--- src/rtl/carry_save_resolver.sv ---
// -----------------------------------------------------------------------------
// carry_save_resolver
//
// Purpose:
//   Converts a carry-save operand pair (sum word s, carry word c with c bit i
//   weighing 2^(i+1)) into a plain binary value d_out = s + 2*c. The addition
//   is done serially, one CW-bit chunk per clock, so only a CW-bit adder is
//   built regardless of DW. A result appears NCH = DW/CW edges after the
//   operand pair is accepted.
//
// Parameters:
//   DW        width of each carry-save input word
//   CW        chunk width added per cycle (DW must be a multiple of CW)
//
// Ports:
//   clk       single clock, rising edge active
//   rst_n     asynchronous active-low reset
//   in_valid  operand pair on d_in_c/d_in_s is valid
//   in_ready  block can accept an operand pair this cycle
//   d_in_c    carry word (bit i has weight 2^(i+1))
//   d_in_s    sum word   (bit i has weight 2^i)
//   out_valid d_out holds a resolved result
//   out_ready consumer takes the result this cycle
//   d_out     resolved binary value, DW+2 bits wide
// -----------------------------------------------------------------------------
module carry_save_resolver #(
   parameter int DW = 64,
   parameter int CW = 16
) (
   input  logic          clk,
   input  logic          rst_n,
   input  logic          in_valid,
   output logic          in_ready,
   input  logic [DW-1:0] d_in_c,
   input  logic [DW-1:0] d_in_s,
   output logic          out_valid,
   input  logic          out_ready,
   output logic [DW+1:0] d_out
);

   localparam int NCH = DW / CW;
   localparam int KW  = (NCH > 1) ? $clog2(NCH) : 1;

   localparam logic [KW-1:0] K_LAST = KW'(NCH - 1);

   localparam logic [1:0] ST_IDLE = 2'd0;
   localparam logic [1:0] ST_RUN  = 2'd1;
   localparam logic [1:0] ST_DONE = 2'd2;

   // One chunk of the ripple: a + b + cin, with the carry-out in the MSB.
   function automatic logic [CW:0] chunk_add(input logic [CW-1:0] a,
                                             input logic [CW-1:0] b,
                                             input logic          cin);
      return {1'b0, a} + {1'b0, b} + {{CW{1'b0}}, cin};
   endfunction

   // The two bits above DW: the carry word's MSB (weight 2^DW once shifted)
   // plus the final ripple carry. The sum never exceeds 2, so 2 bits suffice.
   function automatic logic [1:0] top_add(input logic a, input logic b);
      return {1'b0, a} + {1'b0, b};
   endfunction

   logic [1:0]    state_q, state_d;
   logic [KW-1:0] k_q, k_d;
   logic          carry_q, carry_d;
   logic [DW+1:0] dout_q, dout_d;

   logic [DW-1:0] c_q, s_q;
   logic [DW-1:0] c2_w;
   logic [CW-1:0] s_chunk, c_chunk;
   logic [CW:0]   chunk_sum;
   logic [1:0]    top_sum;
   logic          accept;

   // Handshake: a new pair may enter from IDLE, or from DONE in the same
   // edge that the consumer takes the previous result.
   assign in_ready  = (state_q == ST_IDLE) | ((state_q == ST_DONE) & out_ready);
   assign accept    = in_valid & in_ready;
   assign out_valid = (state_q == ST_DONE);
   assign d_out     = dout_q;

   // Carry word aligned to sum-word weights; its MSB is handled by top_add.
   assign c2_w = {c_q[DW-2:0], 1'b0};

   // Chunk k of both aligned operands.
   always_comb begin
      s_chunk = '0;
      c_chunk = '0;
      for (int i = 0; i < NCH; i++) begin
         if (k_q == KW'(i)) begin
            s_chunk = s_q[i*CW +: CW];
            c_chunk = c2_w[i*CW +: CW];
         end
      end
   end

   assign chunk_sum = chunk_add(s_chunk, c_chunk, carry_q);
   assign top_sum   = top_add(c_q[DW-1], chunk_sum[CW]);

   // Next-state logic
   always_comb begin
      state_d = state_q;
      k_d     = k_q;
      carry_d = carry_q;
      dout_d  = dout_q;

      case (state_q)
         ST_IDLE: begin
            if (in_valid) begin
               state_d = ST_RUN;
               k_d     = '0;
               carry_d = 1'b0;
            end
         end

         ST_RUN: begin
            // Only chunk k is written; chunks not yet reached keep their
            // old contents until the operation completes.
            for (int i = 0; i < NCH; i++) begin
               if (k_q == KW'(i)) begin
                  dout_d[i*CW +: CW] = chunk_sum[CW-1:0];
               end
            end
            carry_d = chunk_sum[CW];
            if (k_q == K_LAST) begin
               dout_d[DW+1:DW] = top_sum;
               state_d         = ST_DONE;
               k_d             = '0;
            end else begin
               k_d = k_q + 1'b1;
            end
         end

         ST_DONE: begin
            if (out_ready) begin
               if (in_valid) begin
                  // Consume and restart on the same edge.
                  state_d = ST_RUN;
                  k_d     = '0;
                  carry_d = 1'b0;
               end else begin
                  state_d = ST_IDLE;
               end
            end
         end

         default: begin
            state_d = ST_IDLE;
            k_d     = '0;
            carry_d = 1'b0;
         end
      endcase
   end

   // Control and result registers
   always_ff @(posedge clk or negedge rst_n) begin
      if (!rst_n) begin
         state_q <= ST_IDLE;
         k_q     <= '0;
         carry_q <= 1'b0;
         dout_q  <= '0;
      end else begin
         state_q <= state_d;
         k_q     <= k_d;
         carry_q <= carry_d;
         dout_q  <= dout_d;
      end
   end

   // Operand capture: the source is free to change its inputs after the
   // accepting edge, so both words are held here for the whole operation.
   always_ff @(posedge clk) begin
      if (accept) begin
         c_q <= d_in_c;
         s_q <= d_in_s;
      end
   end

endmodule

--- config.mk ---
export PLATFORM = sky130hd
export DESIGN_NAME = carry_save_resolver
export DESIGN_NICKNAME = d
export VERILOG_FILES = /design/src/rtl/carry_save_resolver.sv
export SDC_FILE = /design/constraint.sdc
export NUM_CORES = 1
export LEC_CHECK = 0
export ABC_CLOCK_PERIOD_IN_PS = 4100
export BUFFER_PORTS_ARGS = -buffer_cell sky130_fd_sc_hd__buf_2
export CAP_MARGIN = 20
export CORE_MARGIN = 3
export CORE_UTILIZATION = 50
export CTS_BUF_LIST = sky130_fd_sc_hd__clkbuf_4
export CTS_CLUSTER_SIZE = 16
export DETAILED_ROUTE_END_ITERATION = 6
export GPL_TIMING_DRIVEN = 0
export HOLD_SLACK_MARGIN = 0.05
export PLACE_DENSITY = 0.78
export SLEW_MARGIN = 20
export SYNTH_ARGS = -nofsm -noshare
export SYNTH_HDL_FRONTEND = slang
export SYNTH_SLANG_ARGS = --single-unit
--- constraint.sdc ---
create_clock -name clk -period 4.1 [get_ports clk]
set_clock_uncertainty 0.05 [all_clocks]
set_input_delay 0.82 -clock clk [delete_from_list [all_inputs] [get_ports clk]]
set_output_delay 0.82 -clock clk [all_outputs]
set_load 0.02 [all_outputs]
==> metrics.yaml <==
status:
  status: "finished, final reports clean"
power_and_ir_drop:
  clock_power_share_pct: 11.8
  p_leak_nw: 4.33
  swShare_pct: 46.7
  seqPwrFrac_pct: 34.2
  power_frac_comb_pct: 54.0
  powerDensity_nw_per_um2: 875
  power.switching_mw: 4.11
  power_mw: 8.80
  vdd_drop_max_uv: 412
  p_int_mw: 4.69
yosys:
  synth-xor-area-share_pct: 1.26
  ys.flop_type: "edfxtp_1"
  avgSynthCellArea_um2: 11.6
  synthSimpleGateAreaFrac_pct: 10.9
  synth_mux_area_share_pct: 0.931
  syn_area_um2: 8330
  synth_top_family_by_area: "compound AO/OA/AOI/OAI gates"
  synth-seq-area-share_pct: 67.5
  syn_inst: 720
  synthAdderAreaFrac_pct: 3.48
  synth_compound_area_share_pct: 13.8
  async_flop_share_pct: 35.7
  synth_edf_count: 128
  yosysWarnings: 0
  ys_seq_elements: 199
  syn_nets: 874
  synth_cell_types: 39
timing:
  drv_slew: 0
  finalCritPeriodShare_pct: 93.1
  period_minus_slack_ns: 3.82
  setup_slack_ns: 0.285
  fmax_mhz: 262
  worstMarginPinSlew_ns: 0.533
  hold_viol: 0
  finalSetupViolCount: 0
  rsz0062_at_grt: "no"
  relSlewSlack_pct: 64.5
global_route:
  grt_pass1_wl_um: 30200
  use_met1_pct: 29.7
  use_met2_pct: 34.7
  grt_max_degree: 61
  grt_pass1_vias: 5967
  grt_util_met3_pct: 5.37
  gr-max-usage-layer: "met2"
  antenna_found_initial: 0
  grt_usage_pct: 21.4
  gr-total-overflow: 0
routing:
  vias_per_cell: 5.28
  detail_route.wl_per_cell_um: 16.5
  drc: 0
  ant_nets: 0
  routed_wl_um: 19300
  drt_iter0_drc: 487
  vias: 6195
  drtPass1Iterations: 5
floorplanning:
  die_h_um: 135
  die_w_um: 135
  coreArea_um2: 16100
  initial_utilization_pct: 51.7
  row_count: 46
  io_pins: 200
  dieArea_um2: 18200
cts:
  root_buffer: "clkbuf_4"
  clock-sinks: 199
  cts_tree: "yes"
  clkTransAtPathRegs_ns: 0.16
  cts_htree_levels: 4
  cts_hold_buf: 0
  cts_buffers: 17
  cts.path.max_buffers: 2
  clk_latency_ns: 0.59
layout:
  fillerInstances: 1280
  final_cells: 1173
  area_delta_synth_final_pct: 20.8
  final_common_cell: "buf_2"
  register_area_um2: 5620
  diodes: 0
  drive_gt1_share_pct: 28.1
  final_cell_mix: "199 x buf_2, 131 x nand2_1, 128 x edfxtp_1"
  final_area_um2: 10100
  final_util_pct: 62.4
  multi_input_area_um2: 2580
  fin_nets: 1098
flow_run:
  drv_cap: 0
place:
  placed_area_um2: 9680
  dp_hpwl_um: 14500
  dp_cells: 1138
  dp_slack_ns: -0.466
  place_congestion: 0.825
  portBuffers: 199
setup_path:
  required_ns: 4.54
  cpPeakStageDelay_ns: 0.46
  cp-end-kind: "flip-flop"
  r2r-end: "d_out[64]"
  arrival_ns: 4.25
  crit_type: "reg2reg"
  r2r-start: "k_q[0]"
  reg2reg_slack_ns: 0.28
  cp-start-kind: "flip-flop"
  reg2reg_depth: 17
  cp_cell_sequence: "inv_1 -> ha_1 -> buf_4 -> clkbuf_4 -> o21ai_1 -> mux2i_1 -> fa_2 -> inv_1 -> fa_2 -> a211oi_2 -> o21ai_2 -> nand4_1 -> nand2_1 -> nand4_1 -> nand2_1 -> ha_1 -> mux2_2"
  critPathSlowestCell: "dfrtp_2"
  crit_fanout: 10
worst_hold_path:
  hold_path_class: "in2async"
## worst max-delay path: cells and delay by family (launching register included)
| kind | cells | cell delay (ns) |
|---|---|---|
| AND/OR/NAND/NOR | 4 | 0.41 |
| multiplexers | 2 | 0.49 |
| buffers and inverters | 4 | 0.61 |
| AO/OA/AOI/OAI | 3 | 0.55 |
| adder cells (fa/ha/maj) | 4 | 1.15 |
| flip-flops | 1 | 0.46 |
## power by group through the flow
stage	Combinational [mW]	Sequential, mW	Clock, mW
after detailed placement	4.61	3.06	0
after floorplan	2.79	3.37	0
final	4.75	3.01	1.04
after global routing	5.28	3.07	1.15
after CTS	4.67	3.01	1.06
after global placement	4.45	3.06	0
## flip-flops by register name, summed over array words and instances (netlist names)
signal   count
d_out       66
k_q          2
state_q      2
carry_q      1
s_q         64
c_q         64
## Yosys cell counts, drive strengths merged (2+ instances only)
master | number | share of area (%)
nand2 | 132 | 6.0
dfrtp | 71 | 21
a22o | 2 | 0.21
a211oi | 4 | 0.42
a31oi | 2 | 0.15
nor2 | 67 | 3.0
fa | 2 | 0.48
buf | 2 | 0.11
ha | 20 | 3.0
a21oi | 83 | 5.0
mux2 | 6 | 0.81
inv | 7 | 0.32
nor2b | 4 | 0.30
a21o | 7 | 0.63
edfxtp | 128 | 46
o21a | 2 | 0.18
nand4 | 4 | 0.30
o21bai | 2 | 0.18
clkbuf | 38 | 1.7
nand2b | 3 | 0.23
and2 | 7 | 0.56
nor3 | 4 | 0.24
xor2 | 7 | 0.74
o211ai | 5 | 0.45
xnor2 | 5 | 0.53
o21ai | 98 | 5.9
## cells by family after synthesis
group,after synthesis
AOI/OAI and AO/OA,209
xor gates and xnor gates,12
adders and majority gates,22
buffers and inverters,47
DFF,199
muxes,7
and+or+nand+nor,224
## worst max-delay path by stage
stage	startpoint	endpoint	slack, ns
6_report	k_q[0]	d_out[64]	0.28
5_1_grt	k_q[0]	d_out[64]	0.009
4_1_cts	k_q[0]	d_out[64]	0.09
3_5_place_dp	k_q[1]	d_out[64]	-0.47
3_3_place_gp	k_q[1]	d_out[64]	-0.43
2_1_floorplan	k_q[1]	d_out[64]	0.43
## cell type report
cell class	instances	share of cell area (%)
Tap cell	216	2.69
Timing Repair Buffer	206	11.0
Clock inverter	15	1.63
Sequential cell	199	55.9
Buffer	39	1.68
Multi-Input combinational cell	474	25.6
Clock buffer	17	1.27
Inverter	7	0.261
## metal layers
layer  routed length [um]  up-vias
met4                  250        0
li1                     -     3002
met3                 1480       27
met5                    0        -
met2                 9200      259
met1                 8390     2907
## through the flow
stage	hold slack [ns]	setup TNS, ns
after CTS	0.0675	0
final	0.105	0
after global placement	0.407	-5.17
after detailed placement	0.417	-6.59
after global routing	0.0842	0
after floorplan	0.451	0
## timing repair
item | 4_1_cts | 5_1_grt
pin swaps | 1 | 3
setup buffers | 0 | 4
gates resized for setup | 11 | 24
setup endpoints to repair | 27 | 38
Note: power is estimated with default switching activity, not from simulation.
